<file path="config.mk">
export PLATFORM = sky130hd
export DESIGN_NAME = lsu_unit_flat
export DESIGN_NICKNAME = d
export VERILOG_FILES = /design/src/rtl/lsu_unit_if.sv /design/src/rtl/lsu_unit.sv /design/src/flat_wrapper.sv
export SDC_FILE = /design/constraint.sdc
export NUM_CORES = 1
export LEC_CHECK = 0
export ABC_CLOCK_PERIOD_IN_PS = 3800
export CELL_PAD_IN_SITES_DETAIL_PLACEMENT = 0
export CELL_PAD_IN_SITES_GLOBAL_PLACEMENT = 1
export CORE_MARGIN = 1
export CORE_UTILIZATION = 30
export CTS_BUF_LIST = sky130_fd_sc_hd__clkbuf_8
export DETAILED_ROUTE_END_ITERATION = 12
export PLACE_DENSITY = 0.8
export SYNTH_ARGS = -nofsm -noshare
export SYNTH_HDL_FRONTEND = slang
export SYNTH_SLANG_ARGS = --single-unit
</file>
<file path="constraint.sdc">
create_clock -name clk_i -period 3.8 [get_ports clk_i]
set_clock_uncertainty 0.2 [all_clocks]
set_input_delay 0.57 -clock clk_i [delete_from_list [all_inputs] [get_ports clk_i]]
set_output_delay 0.57 -clock clk_i [all_outputs]
set_load 0.02 [all_outputs]
</file>
<file path="src/rtl/lsu_unit_if.sv">
// lsu_unit_if: operator type plus the issue-side and data-memory-side bus of lsu_unit.
// slave modport is the LSU view; master modport is the issue stage / memory view.
package lsu_pkg;
  typedef enum logic [3:0] {
    OP_NOP = 4'h0,
    OP_LB  = 4'h1,
    OP_LH  = 4'h2,
    OP_LW  = 4'h3,
    OP_LBU = 4'h4,
    OP_LHU = 4'h5,
    OP_SB  = 4'h6,
    OP_SH  = 4'h7,
    OP_SW  = 4'h8,
    OP_ADD = 4'h9
  } fu_op_t;
endpackage

interface lsu_unit_if;
  logic                lsu_valid_i;
  logic                lsu_ready_o;
  lsu_pkg::fu_op_t     lsu_operator_i;
  logic [31:0]         ls_addr_i;
  logic [31:0]         ls_store_data_i;
  logic                data_req_o;
  logic                data_gnt_i;
  logic                data_we_o;
  logic [3:0]          data_be_o;
  logic [31:0]         data_addr_o;
  logic [31:0]         data_wdata_o;
  logic                data_rvalid_i;
  logic [31:0]         data_rdata_i;
  logic                wb_valid_o;
  logic [31:0]         wb_data_o;
  logic                misalign_o;

  modport slave (
    input  lsu_valid_i, lsu_operator_i, ls_addr_i, ls_store_data_i,
    input  data_gnt_i, data_rvalid_i, data_rdata_i,
    output lsu_ready_o, data_req_o, data_we_o, data_be_o, data_addr_o, data_wdata_o,
    output wb_valid_o, wb_data_o, misalign_o
  );

  modport master (
    output lsu_valid_i, lsu_operator_i, ls_addr_i, ls_store_data_i,
    output data_gnt_i, data_rvalid_i, data_rdata_i,
    input  lsu_ready_o, data_req_o, data_we_o, data_be_o, data_addr_o, data_wdata_o,
    input  wb_valid_o, wb_data_o, misalign_o
  );
endinterface

</file>
<file path="src/rtl/lsu_unit.sv">
// lsu_unit: load/store unit with byte-lane steering, load extension and a
// single-outstanding req/gnt/rvalid memory port.
// Optional feature macro: LSU_MISALIGN_TRAP_EN (misaligned accesses trap
// instead of being silently forced to alignment).
//
// state  | meaning
// S_IDLE | ready for a new op
// S_REQ  | request on the bus, waiting for grant
// S_WAIT | granted, waiting for rvalid (or one-cycle trap slot)
module lsu_unit (
  input logic       clk_i,
  input logic       rst_i,
  lsu_unit_if.slave bus
);
  import lsu_pkg::*;

  typedef enum logic [1:0] {S_IDLE = 2'd0, S_REQ = 2'd1, S_WAIT = 2'd2} state_t;

  state_t      r_state, w_next_state;
  logic        w_is_mem, w_is_load, w_uns, w_mis, w_trap, w_accept, w_done;
  logic [1:0]  w_size, w_off;
  logic [3:0]  w_be;
  logic [31:0] w_wdata, w_ext;
  logic [7:0]  w_byte;
  logic [15:0] w_half;

  logic        r_is_load, r_uns, r_we, r_trap, r_wb_valid;
  logic [1:0]  r_size, r_off;
  logic [3:0]  r_be;
  logic [31:0] r_addr, r_wdata, r_wb_data;

  // Operator decode: size 0 = byte, 1 = half, 2 = word
  always_comb begin
    w_is_mem  = 1'b1;
    w_is_load = 1'b1;
    w_uns     = 1'b0;
    w_size    = 2'd0;
    case (bus.lsu_operator_i)
      OP_LB:  ;
      OP_LH:  w_size = 2'd1;
      OP_LW:  w_size = 2'd2;
      OP_LBU: w_uns = 1'b1;
      OP_LHU: begin w_size = 2'd1; w_uns = 1'b1; end
      OP_SB:  w_is_load = 1'b0;
      OP_SH:  begin w_size = 2'd1; w_is_load = 1'b0; end
      OP_SW:  begin w_size = 2'd2; w_is_load = 1'b0; end
      default: w_is_mem = 1'b0;
    endcase
  end

  assign w_mis = ((w_size == 2'd1) && (bus.ls_addr_i[1:0] == 2'b11)) ||
                 ((w_size == 2'd2) && (bus.ls_addr_i[1:0] != 2'b00));

`ifdef LSU_MISALIGN_TRAP_EN
  assign w_trap = w_mis;
`else
  assign w_trap = 1'b0;
`endif

  assign w_accept = bus.lsu_valid_i && (r_state == S_IDLE) && w_is_mem;
  assign w_done   = (r_state == S_WAIT) && bus.data_rvalid_i && !r_trap;

  // Effective offset, lane enables and steered store data; misaligned accesses are forced aligned
  always_comb begin
    w_off = bus.ls_addr_i[1:0];
    if (w_mis) begin
      if (w_size == 2'd2) w_off = 2'b00;
      else                w_off = 2'b10;
    end
    case (w_size)
      2'd0:    begin w_be = 4'b0001 << w_off; w_wdata = {4{bus.ls_store_data_i[7:0]}};  end
      2'd1:    begin w_be = 4'b0011 << w_off; w_wdata = {2{bus.ls_store_data_i[15:0]}}; end
      default: begin w_be = 4'b1111;          w_wdata = bus.ls_store_data_i;            end
    endcase
  end

  // Load lane extraction and sign/zero extension
  always_comb begin
    case (r_off)
      2'd0:    begin w_byte = bus.data_rdata_i[7:0];   w_half = bus.data_rdata_i[15:0];  end
      2'd1:    begin w_byte = bus.data_rdata_i[15:8];  w_half = bus.data_rdata_i[23:8];  end
      2'd2:    begin w_byte = bus.data_rdata_i[23:16]; w_half = bus.data_rdata_i[31:16]; end
      default: begin w_byte = bus.data_rdata_i[31:24]; w_half = bus.data_rdata_i[31:16]; end
    endcase
    case (r_size)
      2'd0:    w_ext = r_uns ? {24'd0, w_byte} : {{24{w_byte[7]}}, w_byte};
      2'd1:    w_ext = r_uns ? {16'd0, w_half} : {{16{w_half[15]}}, w_half};
      default: w_ext = bus.data_rdata_i;
    endcase
  end

  // State register
  always_ff @(posedge clk_i or posedge rst_i) begin
    if (rst_i) r_state <= S_IDLE;
    else       r_state <= w_next_state;
  end

  // Next-state logic
  always_comb begin
    w_next_state = r_state;
    case (r_state)
      S_IDLE: if (w_accept) w_next_state = w_trap ? S_WAIT : S_REQ;
      S_REQ:  if (bus.data_gnt_i) w_next_state = S_WAIT;
      S_WAIT: if (r_trap || bus.data_rvalid_i) w_next_state = S_IDLE;
      default: w_next_state = S_IDLE;
    endcase
  end

  // Capture the access on accept and produce the writeback / trap pulses
  always_ff @(posedge clk_i or posedge rst_i) begin
    if (rst_i) begin
      r_is_load  <= 1'b0;
      r_uns      <= 1'b0;
      r_we       <= 1'b0;
      r_size     <= 2'd0;
      r_off      <= 2'd0;
      r_be       <= 4'd0;
      r_addr     <= 32'd0;
      r_wdata    <= 32'd0;
      r_trap     <= 1'b0;
      r_wb_valid <= 1'b0;
      r_wb_data  <= 32'd0;
    end else begin
      r_trap     <= w_accept && w_trap;
      r_wb_valid <= w_done && r_is_load;
      if (w_done && r_is_load) r_wb_data <= w_ext;
      if (w_accept) begin
        r_is_load <= w_is_load;
        r_uns     <= w_uns;
        r_we      <= !w_is_load;
        r_size    <= w_size;
        r_off     <= w_off;
        r_be      <= w_be;
        r_addr    <= {bus.ls_addr_i[31:2], 2'b00};
        r_wdata   <= w_wdata;
      end
    end
  end

  // Output logic
  always_comb begin
    bus.lsu_ready_o  = (r_state == S_IDLE);
    bus.data_req_o   = (r_state == S_REQ);
    bus.data_we_o    = r_we;
    bus.data_be_o    = r_be;
    bus.data_addr_o  = r_addr;
    bus.data_wdata_o = r_wdata;
    bus.wb_valid_o   = r_wb_valid;
    bus.wb_data_o    = r_wb_data;
    bus.misalign_o   = r_trap;
  end
endmodule

</file>
<file path="src/flat_wrapper.sv">
// flat-port wrapper written by rule: the top's interface ports become plain ports
module lsu_unit_flat import lsu_pkg::*;
  (clk_i, rst_i, bus_lsu_valid_i, bus_lsu_operator_i, bus_ls_addr_i, bus_ls_store_data_i, bus_data_gnt_i, bus_data_rvalid_i, bus_data_rdata_i, bus_lsu_ready_o, bus_data_req_o, bus_data_we_o, bus_data_be_o, bus_data_addr_o, bus_data_wdata_o, bus_wb_valid_o, bus_wb_data_o, bus_misalign_o);
  lsu_unit_if bus_i ();
  input logic clk_i;
  input logic rst_i;
  input wire logic [$bits(bus_i.lsu_valid_i)-1:0] bus_lsu_valid_i;
  input wire logic [$bits(bus_i.lsu_operator_i)-1:0] bus_lsu_operator_i;
  input wire logic [$bits(bus_i.ls_addr_i)-1:0] bus_ls_addr_i;
  input wire logic [$bits(bus_i.ls_store_data_i)-1:0] bus_ls_store_data_i;
  input wire logic [$bits(bus_i.data_gnt_i)-1:0] bus_data_gnt_i;
  input wire logic [$bits(bus_i.data_rvalid_i)-1:0] bus_data_rvalid_i;
  input wire logic [$bits(bus_i.data_rdata_i)-1:0] bus_data_rdata_i;
  output wire logic [$bits(bus_i.lsu_ready_o)-1:0] bus_lsu_ready_o;
  output wire logic [$bits(bus_i.data_req_o)-1:0] bus_data_req_o;
  output wire logic [$bits(bus_i.data_we_o)-1:0] bus_data_we_o;
  output wire logic [$bits(bus_i.data_be_o)-1:0] bus_data_be_o;
  output wire logic [$bits(bus_i.data_addr_o)-1:0] bus_data_addr_o;
  output wire logic [$bits(bus_i.data_wdata_o)-1:0] bus_data_wdata_o;
  output wire logic [$bits(bus_i.wb_valid_o)-1:0] bus_wb_valid_o;
  output wire logic [$bits(bus_i.wb_data_o)-1:0] bus_wb_data_o;
  output wire logic [$bits(bus_i.misalign_o)-1:0] bus_misalign_o;
  assign bus_i.lsu_valid_i = bus_lsu_valid_i;
  assign bus_i.lsu_operator_i = bus_lsu_operator_i;
  assign bus_i.ls_addr_i = bus_ls_addr_i;
  assign bus_i.ls_store_data_i = bus_ls_store_data_i;
  assign bus_i.data_gnt_i = bus_data_gnt_i;
  assign bus_i.data_rvalid_i = bus_data_rvalid_i;
  assign bus_i.data_rdata_i = bus_data_rdata_i;
  assign bus_lsu_ready_o = bus_i.lsu_ready_o;
  assign bus_data_req_o = bus_i.data_req_o;
  assign bus_data_we_o = bus_i.data_we_o;
  assign bus_data_be_o = bus_i.data_be_o;
  assign bus_data_addr_o = bus_i.data_addr_o;
  assign bus_data_wdata_o = bus_i.data_wdata_o;
  assign bus_wb_valid_o = bus_i.wb_valid_o;
  assign bus_wb_data_o = bus_i.wb_data_o;
  assign bus_misalign_o = bus_i.misalign_o;
  lsu_unit u_core (.clk_i(clk_i), .rst_i(rst_i), .bus(bus_i));
endmodule
</file>
Word-level counts from Yosys, hierarchy flattened
Cells that the tools add are included.

word-level totals
  register bits after elaboration = 108
  word-level logic and storage cells = 67

cells by class
  eq/ne operators = 19
  reduce and logical (&&, ||, !) cells = 18
  shift-type cells = 2
  muxes and demuxes = 17

operators by type and width
  kind                                              count
  one-hot mux 32 bit (2 select lines)               2
  2-to-1 mux 32 bit                                 2
  one-hot mux 16 bit (2 select lines)               1
  one-hot mux 8 bit (3 select lines)                1
  == test 4 x 3 -> 1 bit (second input constant)    4
  2-to-1 mux 2 bit                                  5
  == test 2 x 1 -> 1 bit (second input constant)    4
  == test 2 bit (second input constant)             4
  == test 4 x 2 -> 1 bit (second input constant)    2
  zero test 2 bit                                   4
  one-hot mux 4 bit (2 select lines)                1
  OR reduction 8 bit                                1
  logical AND 1 bit                                 6
  one-hot mux 2 bit (3 select lines)                1
  OR reduction 3 bit                                2
  == test 4 x 1 -> 1 bit (second input constant)    1
  == test 4 bit (second input constant)             1
  inequality test 2 bit (second input constant)     2
  one-hot mux 2 bit (2 select lines)                1
  OR reduction 2 bit                                2
  left shift 1 x 2 -> 4 bit (first input constant)  1
  left shift 2 x 2 -> 4 bit (first input constant)  1
  2-to-1 mux 1 bit                                  3
  AND reduction 3 bit                               1
  other kinds (3)                                   3

Depth between registers and ports, before layout
  depth after elaboration = 9
  depth in mapped cells = 7

Worst setup path after synthesis
OpenSTA, ideal clock, no wires.

  path kind = in2reg
  from = input bus_lsu_operator_i[0]
  to = register u_core.r_addr[2] (netlist: u_core.bus.data_addr_o[2])
  data arrival time = 1771 ps
  buffers on the path = 1
  slack = 1704 ps
  required time = 3475 ps
  library setup time = 125 ps
  stages = 4
  cell sequence = or4_4 nand3_2 buf_2 mux2_2

on the way
  word-level cells in the longest chain between the ends = 4
  elaborated cells on any way between the ends = 11
  classes of those cells = 8 x eq/ne; 1 x mux; 2 x reduce/logical

ends and longest elaborated chain
  element                                         RTL line           text
  start, declared                                 flat_wrapper.sv:8  input wire logic [$bits(bus_i.lsu_operator_i)-1:0] bus_lsu_operator_i;
  == test 4 x 1 -> 1 bit (tied with other cells)  lsu_unit.sv:38     case (bus.lsu_operator_i)
  OR reduction 8 bit (no source line) *           n/a
  2-to-1 mux 1 bit *                              lsu_unit.sv:38
  logical AND 1 bit *                             lsu_unit.sv:60     assign w_accept = bus.lsu_valid_i && (r_state == S_IDLE) && w_is_mem;
  end signal, assigned                            lsu_unit.sv:134    r_addr <= {bus.ls_addr_i[31:2], 2'b00};
  end, declared                                   lsu_unit.sv:30     logic [31:0] r_addr, r_wdata, r_wb_data;

Every way passes the cells marked *; elsewhere a longest branch is shown, timed or not.
A chain may end at the register's enable or synchronous reset.

Final worst setup path
  from = input bus_lsu_operator_i[1]
  to = register u_core.r_addr[29] (netlist: u_core.bus.data_addr_o[29])

Same word-level chain as after synthesis.

==> impl_metrics.env <==
export IMPL_worstMarginPinSlew_ns=0.791
export IMPL_p_per_area_mw_per_mm2=717
export IMPL_ctsHtreeMaxLevel=3
export IMPL_p_seq_share_pct=37.2
export IMPL_crit_type="input pin to flip-flop"
export IMPL_slew_headroom_pct=47.3
export IMPL_design_area_mm2=0.00749
export IMPL_drive_above_1_share_pct=11.8
export IMPL_cts_resized=0
export IMPL_rr_endpoint="u_core.bus.wb_data_o[21]"
export IMPL_ir_drop_v=0.000353
export IMPL_swShare_pct=38.8
export IMPL_routedWlPerCell_um=17.3
export IMPL_drtAntennaViolNets=0
export IMPL_ys_types=48
export IMPL_cts_tree="yes"
export IMPL_cp_required_ns=3.87
export IMPL_internal_power_mw=3.29
export IMPL_post_synth_instance_area_mm2=0.00504
export IMPL_die_h_um=132
export IMPL_syn_instance_count=470
export IMPL_worstSetupEndpointType="flip-flop"
export IMPL_setup_viol=0
export IMPL_timing_final_ws_setup_ns=1.08
export IMPL_grt_pass1_wl_mm=24.3
export IMPL_cp_max_fo=47
export IMPL_dpl_cell_count=874
export IMPL_fp_row_count=47
export IMPL_comb_power_share_pct=49.4
export IMPL_synth_main_ff_cell="dfrtp_1"
export IMPL_power_mw=5.37
export IMPL_portBuffers=206
export IMPL_ys_warn_count=0
export IMPL_drc=0
export IMPL_status="finished, final reports clean"
export IMPL_r2r_start="u_core.r_off[1]"
export IMPL_initialDrtViolationCount=219
export IMPL_finalNonFillerCells=890
export IMPL_antenna_found_initial=0
export IMPL_cts_sinks=108
export IMPL_dieArea_mm2=0.0173
export IMPL_switchingPower_mw=2.08
export IMPL_power_frac_clock_pct=13.4
export IMPL_clock_fmax_mhz=368
export IMPL_clk_pin_slew_worst_paths_ns=0.11
export IMPL_max_cap_violations=0
export IMPL_finalSetupTns_ns=0
export IMPL_postSynthAreaPerCell_um2=10.7
export IMPL_cts_buffer_depth=2
export IMPL_root_buffer="clkbuf_8"
export IMPL_die_width_um=132
export IMPL_r2r_cells=5
export IMPL_final_util_pct=45.4
export IMPL_worstPathArrival_ns=2.79
export IMPL_dr_pass1_iters=6
export IMPL_place_congestion=0.866
export IMPL_drv_slew=0
export IMPL_start_util_pct=30.5
export IMPL_cp_start_kind="input pin"
export IMPL_fin_crit_sh_pct=71.5
export IMPL_hp_class="flip-flop to flip-flop"
export IMPL_num_vias=4436
export IMPL_grt_overflow=0
export IMPL_postCtsHoldBufs=0
export IMPL_hold_viol_final=0
export IMPL_ys_ff_latch=108
export IMPL_antennaDiodeCount=0
export IMPL_cp_startpoint="bus_lsu_operator_i[1]"
export IMPL_io_pins=210
export IMPL_grt_max_degree=59
export IMPL_area_growth_syn_to_layout_pct=48.6
export IMPL_rsz0062_at_grt="false"
export IMPL_track_usage_pct=18.0
export IMPL_viasPerCell=4.98
export IMPL_endpoint="u_core.bus.data_addr_o[29]"
export IMPL_regToRegSetupSlack_ns=1.22
export IMPL_async_reset_ff_share_pct=100
export IMPL_place_hpwl_mm=11.5
export IMPL_cts_setup_buffers=0
export IMPL_routed_wl_mm=15.4
export IMPL_holdWs_ns=0.292
export IMPL_p_leak_nw=3.06
export IMPL_first_global_vias=4460
export IMPL_placed_area_mm2=0.00730
export IMPL_place_ws_ns=0.685
export IMPL_nets=770
export IMPL_synth_edff_count=0
export IMPL_post_route_min_period_ns=2.72
export IMPL_coreArea_mm2=0.0165
export IMPL_cts_made_buffers=9
export IMPL_ys_seq_area_share_pct=53.6
export IMPL_worstSkewPairLatency_ns=0.37
==> critical path: stages <==
cell and delay, ns:
clkdlybuf4s50_1 0.64, or4_4 0.65, nand3_4 0.25, buf_12 0.27
mux2_2 0.37
==> state kept, by name, summed over array words and instances, names as in the netlist <==
signal                   count
u_core.bus.data_wdata_o     32
u_core.bus.wb_data_o        32
u_core.bus.data_addr_o      30
u_core.bus.data_be_o         4
u_core.r_off                 2
u_core.r_size                2
u_core.r_state               2
u_core.bus.data_we_o         1
u_core.bus.wb_valid_o        1
u_core.r_is_load             1
u_core.r_uns                 1
==> cell families after synthesis <==
logic type | count (synthesis) | share of synthesized area [%]
other | 1 | 0.0744
and+or+nand+nor | 135 | 13.1
DFF | 108 | 53.6
muxes | 60 | 13.0
AOI/OAI and AO/OA | 125 | 15.7
buffers and inverters | 41 | 4.57
==> routing by layer <==
metal  track usage [%]  wire (µm)  up-vias
met2              28.7       7100      221
met3              5.59       1420       27
met1              22.7       6490     2094
met5                 0          0        -
met4              7.24        365        0
li1                  -          -     2094
==> Yosys cell counts, types with 3 or more instances <==
cell / instances / area, µm²
dfrtp_1: 108 / 2700
nand2_1: 63 / 236
mux2_2: 43 / 484
o21ai_0: 37 / 185
nand3_1: 33 / 165
o22ai_1: 23 / 144
a21oi_1: 21 / 105
mux2i_1: 17 / 170
o21ai_1: 14 / 70.1
buf_4: 13 / 97.6
clkbuf_1: 11 / 41.3
nor2_1: 9 / 33.8
or3_1: 9 / 56.3
a222oi_1: 8 / 80.1
buf_2: 7 / 35.0
o2bb2ai_1: 7 / 61.3
inv_1: 6 / 22.5
nand2b_1: 6 / 37.5
a31oi_1: 3 / 18.8
==> worst min-delay path by stage <==
stage	end	depth (start not counted)	start	slack [ns]
final	u_core.bus.data_wdata_o[8]	2	u_core.bus.data_wdata_o[8]	0.29
after global routing	u_core.bus.wb_data_o[29]	2	u_core.bus.wb_data_o[29]	0.31
after CTS	u_core.bus.data_wdata_o[8]	2	u_core.bus.data_wdata_o[8]	0.30
after detailed placement	u_core.bus.data_wdata_o[25]	2	u_core.bus.data_wdata_o[25]	0.27
after global placement	u_core.bus.data_wdata_o[14]	2	u_core.bus.data_wdata_o[14]	0.26
after floorplan	u_core.r_uns	2	u_core.r_uns	0.27
==> cell usage in the layout (no fill, tap or decap), drive strengths merged, types with 2 or more instances in the layout <==
master	n
o21ai	51
o22ai	23
inv	9
buf	11
conb	3
nor3b	3
or3	9
clkdlybuf4s50	206
a31oi	3
nand3	34
o21bai	2
or4	2
a21oi	21
or2	2
clkinv	3
a222oi	8
o2bb2ai	7
mux2	43
clkbuf	9
nand2b	6
nand2	63
dfrtp	108
mux2i	17
nor2	9
==> layout make-up <==
| class | instances | area, µm² |
|---|---|---|
| clock buffers | 9 | 124 |
| clock inverters | 7 | 73.8 |
| fillers | 1513 | 9030 |
| inverters | 6 | 25.0 |
| multi-input cells | 323 | 2120 |
| flip-flops and latches | 108 | 2700 |
| well taps | 220 | 275 |
| repair buffers | 217 | 2170 |
==> power by group through the flow <==
| stage | logic (mW) | clock network (mW) | registers (mW) |
|---|---|---|---|
| 5_1_grt | 2.83 | 0.788 | 2.07 |
| 3_5_place_dp | 2.67 | 0 | 2.02 |
| 3_3_place_gp | 2.64 | 0 | 2.00 |
| 6_report | 2.65 | 0.722 | 2.00 |
| 2_1_floorplan | 0.807 | 0 | 2.51 |
| 4_1_cts | 2.68 | 0.748 | 2.00 |
(Power assumes the default switching activity.)
